<file path="src/rtl/inject_arbiter.sv">
// Round-robin injection arbiter: picks one local requester per cycle, builds an
// 82-bit flit stamped with this node's coordinates, and holds it in a one-entry output register.
module inject_arbiter #(
    parameter int NUM_REQ = 4,
    parameter int PTR_W   = 2,
    parameter int REQ_W   = 72,
    parameter int FLIT_W  = 82,
    parameter int CNT_W   = 16
) (
    input  logic                     clk,
    input  logic                     rst,
    input  logic                     arb_en,
    input  logic [2:0]               my_x,
    input  logic [2:0]               my_y,
    input  logic [2:0]               my_z,
    input  logic [NUM_REQ-1:0]       req_valid,
    input  logic [NUM_REQ*REQ_W-1:0] req_bundle,
    output logic [NUM_REQ-1:0]       req_grant,
    output logic [FLIT_W-1:0]        out_flit,
    output logic                     out_valid,
    input  logic                     out_ready,
    output logic [CNT_W-1:0]         flit_count
);

    typedef enum logic {
        ST_EMPTY = 1'b0,
        ST_FULL  = 1'b1
    } state_t;

    state_t             r_state;
    state_t             w_state_next;
    logic [PTR_W-1:0]   r_rr_ptr;
    logic [PTR_W-1:0]   w_win;
    logic [PTR_W-1:0]   w_ptr_next;
    logic [PTR_W:0]     w_idx;
    logic [FLIT_W-1:0]  r_flit;
    logic [FLIT_W-1:0]  w_flit;
    logic [CNT_W-1:0]   r_count;
    logic               w_found;
    logic               w_slot_free;
    logic               w_grant_ok;
    logic               w_drain;
    logic [REQ_W-1:0]   w_bundle [NUM_REQ];
    logic [REQ_W-1:0]   w_sel;

    genvar gi;
    generate
        for (gi = 0; gi < NUM_REQ; gi++) begin : g_req
            assign w_bundle[gi]  = req_bundle[gi*REQ_W +: REQ_W];
            assign req_grant[gi] = w_grant_ok && (w_win == PTR_W'(gi));
        end
    endgenerate

    // Scan from the pointer, wrapping at NUM_REQ (which need not be a power of two).
    always_comb begin
        w_found = 1'b0;
        w_win   = '0;
        w_idx   = '0;
        for (int k = 0; k < NUM_REQ; k++) begin
            w_idx = {1'b0, r_rr_ptr} + (PTR_W+1)'(k);
            if (w_idx >= (PTR_W+1)'(NUM_REQ))
                w_idx = w_idx - (PTR_W+1)'(NUM_REQ);
            if (!w_found && req_valid[w_idx[PTR_W-1:0]]) begin
                w_found = 1'b1;
                w_win   = w_idx[PTR_W-1:0];
            end
        end
    end

    assign out_valid   = (r_state == ST_FULL);
    assign w_slot_free = !out_valid || out_ready;
    assign w_grant_ok  = arb_en && w_slot_free && w_found && !rst;
    assign w_drain     = out_valid && out_ready;
    assign w_ptr_next  = (w_win == PTR_W'(NUM_REQ-1)) ? '0 : w_win + 1'b1;

    // Request dst fields move above the source coordinates; the low 63 bits pass straight through.
    assign w_sel  = w_bundle[w_win];
    assign w_flit = FLIT_W'({1'b1, w_sel[71:63], my_z, my_y, my_x, w_sel[62:0]});

    always_comb begin
        w_state_next = r_state;
        case (r_state)
            ST_EMPTY: if (w_grant_ok) w_state_next = ST_FULL;
            ST_FULL:  if (w_grant_ok) w_state_next = ST_FULL;
                      else if (out_ready) w_state_next = ST_EMPTY;
            default:  w_state_next = ST_EMPTY;
        endcase
    end

    always_ff @(posedge clk) begin
        if (rst) begin
            r_state  <= ST_EMPTY;
            r_flit   <= '0;
            r_rr_ptr <= '0;
            r_count  <= '0;
        end else begin
            r_state <= w_state_next;
            if (w_grant_ok) begin
                r_flit   <= w_flit;
                r_rr_ptr <= w_ptr_next;
            end
            if (w_drain)
                r_count <= r_count + 1'b1;
        end
    end

    assign out_flit   = r_flit;
    assign flit_count = r_count;

endmodule
</file>
<file path="config.mk">
export PLATFORM = sky130hd
export DESIGN_NAME = inject_arbiter
export DESIGN_NICKNAME = d
export VERILOG_FILES = /design/src/rtl/inject_arbiter.sv
export SDC_FILE = /design/constraint.sdc
export NUM_CORES = 1
export LEC_CHECK = 0
export CAP_MARGIN = 20
export CORE_AREA = 2 2 160 162
export DETAILED_ROUTE_END_ITERATION = 12
export DIE_AREA = 0 0 162 164
export SLEW_MARGIN = 0
export SYNTH_ARGS = -nofsm -noshare
export SYNTH_HDL_FRONTEND = slang
export SYNTH_SLANG_ARGS = --single-unit
</file>
<file path="constraint.sdc">
create_clock -name clk -period 2.2 [get_ports clk]
set_input_delay 0.22 -clock clk [delete_from_list [all_inputs] [get_ports clk]]
set_output_delay 0.22 -clock clk [all_outputs]
set_load 0.02 [all_outputs]
</file>
## Word-level counts from Yosys, hierarchy flattened

Cells that the tools add are included.

- Add/sub/neg operators: 9
- Magnitude comparators: 9
- Eq/ne operators: 3
- Muxes and demuxes: 28
- Bitwise gates (word level): 2
- Reductions and logical operators: 18

Operators by type and width:

| kind | number |
|---|---|
| binary-select mux 72 bit (select 2 bit) | 1 |
| 2-to-1 mux 72 bit | 2 |
| 2-to-1 mux 2 bit | 9 |
| adder 16 x 1 -> 16 bit, second input constant | 1 |
| >= comparator 3 bit, second input constant | 4 |
| < comparator 2 x 3 -> 1 bit, second input constant | 4 |
| logical AND 1 bit | 11 |
| 2-to-1 mux 1 bit | 11 |
| binary-select mux 1 bit (select 2 bit) | 4 |
| subtractor 2 x 1 -> 2 bit, second input constant | 4 |
| adder 2 x 2 -> 3 bit, second input constant | 2 |
| logical NOT 1 bit | 5 |
| equality test 2 bit, second input constant | 2 |
| adder 2 x 1 -> 3 bit, second input constant | 1 |
| >= comparator 2 x 3 -> 1 bit, second input constant | 1 |
| inverter 2 -> 3 bit | 1 |
| adder 2 x 1 -> 2 bit, second input constant | 1 |
| equality test 2 x 1 -> 1 bit, second input constant | 1 |
| logical NOT 2 bit | 1 |
| case mux 1 bit (2 select lines) | 1 |
| logical OR 1 bit | 1 |
| inverter 1 bit | 1 |

- Bits in registers: 101
- Input port bits: 305
- Output and inout bits: 103
- Word-level logic and storage cells: 73

## Longest topological paths before layout

Gate-level depths: netlist of the first run.

- Word-level depth: 18
- Depth in mapped cells: 9
- Gate-level depth less buffers: 6

## Least setup slack after synthesis of the first run

OpenSTA, ideal clock, no wires.

- Kind: reg2out
- Start point: reg r_rr_ptr[1]
- End point: out req_grant[0]
- Arrival time: 1803 ps
- Data required time: 1980 ps
- Setup slack: 177 ps
- Cell stages (with the launch flop): 9
- Buffers on the path: 3
- Path through: dfxtp_1 or4_1 buf_2 nand2_4 buf_6 buf_4 inv_2 ha_1 and2_1

- Word-level cells in the longest chain between the ends: 17
- Elaborated cells on any way between the ends: 41
- Classes of those cells: 7 x add/sub; 4 x order compare; 20 x mux; 10 x reduce/logical

Ends and longest elaborated chain:

| item | line | RTL |
|---|---|---|
| start, declared | 32 | `logic [PTR_W-1:0] r_rr_ptr;` |
| start signal, assigned | 100 | `r_rr_ptr <= w_ptr_next;` |
| parallel branches: the longest is 16 deep, another holds adder 2 x 1 -> 3 bit | n/a |  |
| logical AND 1 bit (*) | 50 | `assign req_grant[gi] = w_grant_ok && (w_win == PTR_W'(gi));` |
| end, declared | 18 | `output logic [NUM_REQ-1:0] req_grant,` |

Mark *: on every way between the ends. The select of a mux whose other input is x is not followed.

## Worst setup path in the final report of the first run

- Start point: reg r_rr_ptr[0]
- End point: out req_grant[2]

The elaborated chain is that of the path after synthesis.

==> results.md, run 1 <==
- Status: completed
- Slew HR: 0.6203
- Crit path cell chain: nor2b_4 -> or4b_4 -> nand2_8 -> inv_2 -> ha_2 -> and2_4 -> buf_6
- Worst Min Path Start: my_x[0]
- Clock latency on the worst-skew pair: between 300 and 400 ps
- FFs w/ async S/R, synth: 0
- MaxCap Viol Count: 0
- Die W: 162 µm
- Largest stage delay, worst path: between 500 and 600 ps
- Core area: 24820 µm²
- Multiplexer share of the synthesized area: 0
- GP Congestion: roughly 0.8
- Top cells by count, synth: 146 x and3_1, 101 x dfxtp_1, 99 x nand2_1
- Synth Area in Compound Gates: 0.3568
- Crit Path Class: register to primary output
- Total power: around 0.0063 W
- Final setup viols: 0
- FF-to-FF Start: r_rr_ptr[0]
- Post-Syn Instances: 744
- Worst slew pin tran: 569.5 ps
- Global-route wire length before repair: between 40000 and 50000 µm
- Clock Skew: 9.664 ps
- Worst EP required: around 2000 ps
- Post-synthesis cell area: about 6600 µm²
- Synthesized Nets: 1054
- Initial antenna violation count: 3
- DRT Wirelength: 28440 µm
- CTS sink cnt: approximately 100
- H-tree depth: 3
- Synth warnings: 0
- CTS Buffer Depth: 2
- Hold-fix buffers, CTS: 0
- Delay-heaviest family, CP: simple AND/OR/NAND/NOR gates
- Fmax: 0.4671 GHz
- R2r setup slk: approximately 70 ps
- EDFF count, synth: 0
- Area after DPL: approximately 11000 µm²
- Critical Path Fanout Max: 5
- Slowest-stage cell, CP: or4b_4
- Yosys top cell area share: 0.3078
- Worst r2r dst: out_flit[48]
- Die ar.: ~27000 µm²
- Initial core utilization: 0.2647
- I/O pins: just over 400
- Detailed Route Iter0 Violations: between 300 and 400
- Worst path bufs/invs: 2
- Seq/Total Area, Yosys: 0.3078
- CTS Root Cell: clkbuf_16
- Critical path capture point type: primary output
- Dpl ws: -508.9 ps
- # DRC: 0
- R2R cell count: 9
- Synth Area in Simple Gates: 0.2400
- CTS buffer count: 9
- Finished Core Util: 0.4641
- Synth Area in XOR/XNOR: 0.01600
- Vias per inst: 4.963
- PortBufs: around 410
- Number of global-route vias before repair: just over 7k
- TritonRoute pass-1 iters: 4
- Synth area leader: dfxtp_1
- Count leader, synth: and3_1
- Count of pins over their slew limit: 0
- Post-Synth Adder-Cell Area: 0.009524
- Clk pin slew, worst setup/hold paths: about 80 ps
- Die Ht: roughly 160 µm
- Startpoint Class: register
- Layout area overhead: 75.33%
- Distinct cells, synth: 37
- Detail Route Antenna Nets: 0
- Final net count: 1433
- Seq cells post-synth: slightly above 100
- Final worst slack: 59.13 ps
- Hold path cells: 3
- Largest family of logic cells by synthesized area: compound AO/OA/AOI/OAI gates
- PD cells: around 550 nW/µm²
- Area contributors post-synth: dfxtp_1 31%, and3_1 14%, a211oi_2 11%
- Filler instances: ~2.5k
- Per-cell routed wire length: just under 20 µm
- Leak Pwr: roughly 4.3 nW
- Tmin final: 2141 ps
- Via count: 7246
- Main synth FF type: dfxtp_1
- Cell area after layout: 11520 µm²
- Max VDD drop: between 0.4 and 0.5 mV
- # rows: between 50 and 60
- Mean Syn Cell Area: ~9 µm²
- End of the worst hold path: out_flit[63]
- Hold crit path type: input pin to register
- Post-Route Setup TNS: 0 ps
- Worst Path Arrival: approximately 1900 ps
- DP Wirelength: between 20000 and 25000 µm
- Tcrit/Tclk final: 0.9731
- Total GRT Usage: 0.2025
- Pin count of the biggest net entering global routing: 81
- Final hold violations: 0
- CTS tree: built
- Total grt overflow: 0
- Share of layout cells above drive strength 1: 0.1746
[worst max-delay path by stage]
stage / start / slack, ps / cells after the start / endpoint
2_1_floorplan: r_rr_ptr[1] / 180 / 8 / req_grant[0]
3_5_place_dp: req_valid[1] / -510 / 7 / out_flit[10]
6_report: r_rr_ptr[0] / 60 / 7 / req_grant[2]
4_1_cts: req_valid[2] / -0.6 / 8 / req_grant[2]
3_3_place_gp: req_valid[1] / -510 / 7 / out_flit[10]
5_1_grt: r_rr_ptr[0] / -3 / 6 / out_flit[35]
[where the power goes]
part,internal (W),switching (W)
Combinational,0.00133,0.00120
Sequential,0.00200,0.0000950
Clock,0.000811,0.000862
Total,0.00415,0.00216
[registers in the layout, indices dropped and copies added, names as in the netlist]
signal and count:
flit_count 16, out_flit 82, out_valid 1, r_rr_ptr 2
[per-stage QoR]
stage / instances / hold slack, ps
after floorplan: 744 / 356.0
after global placement: 1438 / 434.4
after detailed placement: 1438 / 440.6
after CTS: 1455 / 395.7
after global routing: 1460 / 408.5
final: 1460 / 417.7
[layer usage]
layer  up-vias  wire [µm]  GRT usage
li1       3572          -          -
met1      3368      11850     0.2450
met2       275      13830     0.3507
met3        29       2227    0.05934
met4         2        522    0.05511
met5         -         13          0
[layout by cell type, fill, tap and decap left out, types with 3 or more instances in the layout]
master and count:
a211oi_1 84, nor2_1 16, clkdlybuf4s50_1 399, ha_1 3, o31ai_1 14, xnor2_1 6
o31ai_2 58, a21oi_1 15, buf_6 4, buf_12 12, and3_1 146, nand4_1 4
nand2_1 99, nor2b_1 4, dlygate4sd2_1 3, inv_1 4, buf_4 27, or3_1 4
a211oi_2 60, dfxtp_1 99, clkbuf_16 11, o21ai_0 6, nand3_1 6, xor2_1 6
[repair_timing]
action	4_1_cts	5_1_grt
endpoints found under the setup margin	13	10
gates resized for setup	21	16
setup buffers	1	1
hold endpoints to repair	0	0
pin swaps	2	3
cloned	0	2
[worst register-to-register path: stages (launching register included)]
cell      delay [ps]
dfxtp_2          370
nor2b_4           50
or4b_4           590
nand2_8          110
buf_4            100
buf_4            210
buf_16           190
a211oi_1         110
buf_4            140
o31ai_2          190
[layout make-up]
type                       count  area [µm²]  share of cell area
antenna                        2       5.005           0.0004345
clock buffer                   9       225.2             0.01955
clock inverter                 7       78.83            0.006844
inverter                       6       25.02            0.002173
multi-input combinational    553        4123              0.3580
sequential                   101        2024              0.1758
tap                          330       412.9             0.03585
timing repair buffer         452        4623              0.4014
[kinds of logic (layout without fill, tap and decap cells)]
group | after synthesis | after routing
AOI/OAI and AO/OA | 240 | 240
adders and majority gates | 5 | 5
and+or+nand+nor | 296 | 296
other | 0 | 2
buffers and inverters | 90 | 474
DFF | 101 | 101
xor gates and xnor gates | 12 | 12
No activity file was read; power rests on OpenSTA's default activity.
==> run 2: changes to the inputs <==
--- a/config.mk
+++ b/config.mk
@@ -6,9 +6,9 @@
 export NUM_CORES = 1
 export LEC_CHECK = 0
 export CAP_MARGIN = 20
-export CORE_AREA = 2 2 160 162
+export CORE_AREA = 2 2 158 160
 export DETAILED_ROUTE_END_ITERATION = 12
-export DIE_AREA = 0 0 162 164
+export DIE_AREA = 0 0 160 162
 export SLEW_MARGIN = 0
 export SYNTH_ARGS = -nofsm -noshare
 export SYNTH_HDL_FRONTEND = slang
==> run 2 against run 1 <==
Against the previous run:
- register-to-register slack gained 40 ps
- via count rose by 0.73%
- first-iteration DRC count rose by 21%
- combinational power decreased by 3%
- clock-buffer cell count unchanged
- sequential cell count did not move
- power is 1.3% lower
- cell area down 1.9%
- sequential share of layout area rose by 0.35 points
- hold slack lost 11 ps
- highest routed layer is now met4
==> results.md, run 2 (same netlist as run 1, synthesis figures left out) <==
- Crit Path Class: register to primary output
- Max VDD drop: about 0.35 mV
- # DRC: 0
- DP Wirelength: 20300 µm
- Clk pin slew, worst setup/hold paths: roughly 90 ps
- Most frequent cells in the layout: 399 x clkdlybuf4s50_1, 146 x and3_1, 99 x nand2_1, 99 x dfxtp_1, 84 x a211oi_1
- Status: completed
- Initial core utilization: 0.2725
- Hold WS: approximately 400 ps
- I/O pins: ~410
- Final net count: ~1.4k
- Filler instances: 2433
- TritonRoute pass-1 iters: 6
- Total grt overflow: 0
- Hold crit path type: input pin to register
- Startpoint Class: register
- Die W: around 160 µm
- Layout area overhead: 71.92%
- Critical path capture point type: primary output
- Worst EP required: 1980 ps
- CTS Buffer Depth: 2
- Detail Route Antenna Nets: 0
- Critical Path Fanout Max: 5
- Initial antenna violation count: 2
- Die ar.: approximately 26000 µm²
- Pin count of the biggest net entering global routing: 94
- Clock Skew: between 10 and 15 ps
- Final hold violations: 0
- Commonest non-fill, non-tap cell in the layout: clkdlybuf4s50_1
- Largest stage delay, worst path: about 580 ps
- H-tree depth: 3
- Slew HR: 0.6006
- DRT Wirelength: 28250 µm
- Final setup viols: 0
- PortBufs: a little over 400
- # rows: between 50 and 60
- Crit path from: r_rr_ptr[0]
- Die Ht: approximately 160 µm
- Hold-fix buffers, CTS: 0
- CTS tree: built
- Vias per inst: between 5 and 6
- Post-Route Setup TNS: 0 ps
- FF-to-FF Start: r_rr_ptr[0]
- Detailed Route Iter0 Violations: between 400 and 500
- Worst slew pin tran: ~600 ps
- Leak Pwr: approximately 4.2 nW
- MaxCap Viol Count: 0
- Total GRT Usage: 0.2097
- PD cells: ~550 nW/µm²
- Share of layout cells above drive strength 1: 0.1641
- Tmin final: around 2100 ps
- Worst Path Arrival: 1920 ps
- Fmax: between 0.4 and 0.5 GHz
- Via count: roughly 7.3k
- Global-route wire length before repair: approximately 43000 µm
- RSZ-0062 raised after global routing: no
- Core area: 24110 µm²
- Slowest-stage cell, CP: or4b_4
- Per-cell routed wire length: 19.60 µm
- GP Congestion: 0.8700
- CTS sink cnt: 101
- Clock latency on the worst-skew pair: roughly 360 ps
- Count of pins over their slew limit: 0
- Tcrit/Tclk final: 0.9730
- CTS buffer count: 9
- CTS Root Cell: clkbuf_16
- Largest register FFs: 82
- Worst Min Path Start: my_x[0]
- Number of global-route vias before repair: ~7.3k
- Crit path cell chain: nor2b_2 -> or4b_4 -> nand2_8 -> inv_2 -> ha_1 -> and2_1 -> buf_2
==> run 2: routing by layer <==
metal	share of wire	global-route usage	up-vias
li1	-	-	3548
met1	0.42	0.2510	3386
met2	0.47	0.3518	308
met3	0.075	0.05848	57
met4	0.037	0.09378	0
met5	0	0	-
==> run 2: where the power goes <==
| group | switching, W | total, W | internal (W) | leakage (nW) |
|---|---|---|---|---|
| clock | 0.000870 | 0.00167 | 0.000802 | 0.138 |
| combinational | 0.00118 | 0.00245 | 0.00127 | 3.21 |
| sequential | 0.0000938 | 0.00210 | 0.00200 | 0.831 |
| total | 0.00214 | 0.00622 | 0.00408 | 4.18 |
==> run 2: per-stage QoR <==
step | utilization | std cells | setup slack, ps | area (µm²) | power [W]
2_1_floorplan | - | 744 | 176.6 | 6569 | 0.003370
3_3_place_gp | 0.4554 | 1422 | -536.8 | 10980 | 0.004572
3_5_place_dp | 0.4554 | 1422 | -542.3 | 10980 | 0.004584
4_1_cts | 0.4674 | 1439 | 4.413 | 11270 | 0.006282
5_1_grt | 0.4685 | 1441 | 0.8513 | 11290 | 0.006529
6_report | 0.4685 | 1441 | 59.32 | 11290 | 0.006220
==> run 2: worst paths after layout <==
path	endpoint	cells after the start	slack, ps
setup / recovery	req_grant[2]	7	60
hold reg to reg	out_flit[9]	2	460
setup reg to reg	out_flit[10]	6	110
hold / removal	out_flit[63]	3	410
==> run 2: final cells by class <==
cell class / count / area [µm²] / area share
repair buffers: 439 / 4427 / 0.3920
clock buffers: 9 / 225.2 / 0.01994
clock inverters: 7 / 66.31 / 0.005872
diodes: 2 / 5.005 / 0.0004432
well taps: 324 / 405.4 / 0.03590
inverters: 6 / 25.02 / 0.002216
flip-flops and latches: 101 / 2024 / 0.1793
multi-input cells: 553 / 4115 / 0.3644
==> run 2: what timing repair did <==
action | in CTS | in global routing
cloned | 0 | 0
pin swaps | 3 | 1
resized for setup | 26 | 8
setup endpoints to repair | 41 | 32
setup buffers | 1 | 0
==> run 2: critical path, delay by kind of cell (launching register included) <==
family	cells	cell delay (ps)
buffers and inverters	2	190
and+or+nand+nor	4	850
DFF	1	350
adders and majority gates	1	170
==> run 3: changes to the inputs <==
--- a/config.mk
+++ b/config.mk
@@ -13,3 +13,4 @@
 export SYNTH_ARGS = -nofsm -noshare
 export SYNTH_HDL_FRONTEND = slang
 export SYNTH_SLANG_ARGS = --single-unit
+export TNS_END_PERCENT = 1
==> run 3 against run 2 <==
Against the previous run:
- utilization barely moved
- final cell count barely moved
- clock-buffer cell count did not move
- maximum frequency barely moved
- sequential share of layout area barely moved
- clock skew barely moved
- hold slack got worse by 33 ps
- non-clock buffer count fell by 1
- cell area barely moved
- global-route usage barely moved
- critical path type unchanged
- critical endpoint unchanged
==> results.md, run 3 (same netlist as run 1, synthesis figures left out) <==
- Status: completed
- Worst EP required: approximately 2000 ps
- PortBufs: 407
- Post-Route Setup TNS: 0 ps
- Final hold violations: 0
- Die ar.: 25920 µm²
- Global-route wire length before repair: 42900 µm
- GR Layer Usage met1: 0.2516
- Crit path from: r_rr_ptr[0]
- Largest register FFs: 82
- CTS Buffer Depth: 2
- Detailed Route Iter0 Violations: ~430
- Worst Min Path Start: req_valid[3]
- Total GRT Usage: 0.2096
- GP Congestion: approximately 0.87
- Pin count of the biggest net entering global routing: 94
- PD cells: 549.6 nW/µm²
- Commonest non-fill, non-tap cell in the layout: clkdlybuf4s50_1
- DRT Wirelength: about 28000 µm
- Share of layout cells above drive strength 1: 0.1652
- Met3 Resource Use GR: 0.05848
- MaxCap Viol Count: 0
- Core area: between 20000 and 25000 µm²
- Final setup viols: 0
- Final net count: about 1.4k
- Final worst slack: approximately 58 ps
- Count of pins over their slew limit: 0
- Slew HR: 0.5997
- H-tree depth: 3
- Met2 Use GR: 0.3506
- Clk pin slew, worst setup/hold paths: ~80 ps
- Finished Core Util: 0.4688
- Critical Path Fanout Max: 5
- CTS buffer count: 9
- Layout area overhead: 72.02%
- Startpoint Class: register
- CTS tree: built
- Clock latency on the worst-skew pair: ~360 ps
- Tmin final: around 2100 ps
- DP Wirelength: 20300 µm
- Initial core utilization: 0.2725
- Max VDD drop: around 0.35 mV
- Critical path capture point type: primary output
- TritonRoute pass-1 iters: 4
- Die W: between 150 and 200 µm
- Total grt overflow: 0
- I/O pins: 408
- Initial antenna violation count: 2
- Worst Path Arrival: ~1900 ps
- CTS Root Cell: clkbuf_16
- Via count: between 7k and 8k
- Tcrit/Tclk final: 0.9738
- Vias per inst: between 5 and 6
- Leak Pwr: around 4.2 nW
- FF-to-FF Start: r_rr_ptr[1]
- Filler instances: about 2.4k
- Fmax: approximately 0.47 GHz
- Multi-input logic area: just over 4000 µm²
- Total power: 0.006210 W
- Per-cell routed wire length: roughly 20 µm
- Register area: roughly 2000 µm²
- Worst slew pin tran: roughly 600 ps
- # rows: 57
- Top Usage Layer GRT: met2
- Die Ht: between 150 and 200 µm
- Most frequent cells in the layout: 399 x clkdlybuf4s50_1, 146 x and3_1, 99 x nand2_1, 99 x dfxtp_1, 83 x a211oi_1
- CTS sink cnt: 101
- # DRC: 0
- Detail Route Antenna Nets: 0
- Hold crit path type: input pin to register
- Dpl ws: -542.3 ps
- Clock Skew: between 10 and 15 ps
- Number of global-route vias before repair: around 7.3k
- Crit Path Class: register to primary output
==> run 3: changes by cell type in the layout (fill, tap and decap cells not counted), sizes merged <==
| cell | delta |
|---|---|
| dlygate4sd2 | -2 |
| buf | -1 |
| dlymetal6s2s | +2 |
==> run 3: cell type report <==
cell class                 count  area share
antenna                        2   0.0004429
tap                          324     0.03588
sequential                   101      0.1792
clock buffer                   9     0.01993
multi-input combinational    553      0.3649
timing repair buffer         438      0.3917
clock inverter                 7    0.005869
inverter                       6    0.002215
==> run 3: what timing repair did <==
action	4_1_cts	5_1_grt
hold buffers	0	0
gates cloned	0	0
resized for setup	22	14
setup buffers	0	0
pin swaps	3	2
endpoints found under the setup margin	41	38
==> run 3: report_power, final <==
group	total (W)	internal, W	switching, W
registers	0.00210	0.00200	0.0000936
clock network	0.00167	0.000802	0.000868
logic	0.00245	0.00127	0.00118
total	0.00621	0.00407	0.00214
==> run 3: worst max-delay path: stages (launching register included) <==
cell     delay [ps]
dfxtp_2         350
nor2b_2          50
or4b_4          570
nand2_8         120
inv_2            40
ha_1            170
and2_1          140
buf_6           130
==> run 3: final timing paths <==
path                        to  slack, ps  cells past startpoint
setup / recovery  req_grant[2]         60                      7
hold / removal     r_rr_ptr[0]        370                      4
setup reg to reg  out_flit[10]        120                      5
hold reg to reg    out_flit[9]        460                      2
==> run 3: layer usage <==
layer	wire (µm)	share of wire
met5	0	0
met4	1088	0.039
met3	2175	0.077
met2	13180	0.47
met1	11750	0.42
==> run 3: stage by stage <==
stage / hold WS [ps] / instances / cell area [µm²]
finish: 373.3 / 1440 / 11300
global route: 415.9 / 1440 / 11300
CTS: 394.9 / 1438 / 11260
detailed placement: 438.1 / 1422 / 10980
global placement: 432.7 / 1422 / 10980
floorplan: 356.0 / 744 / 6569
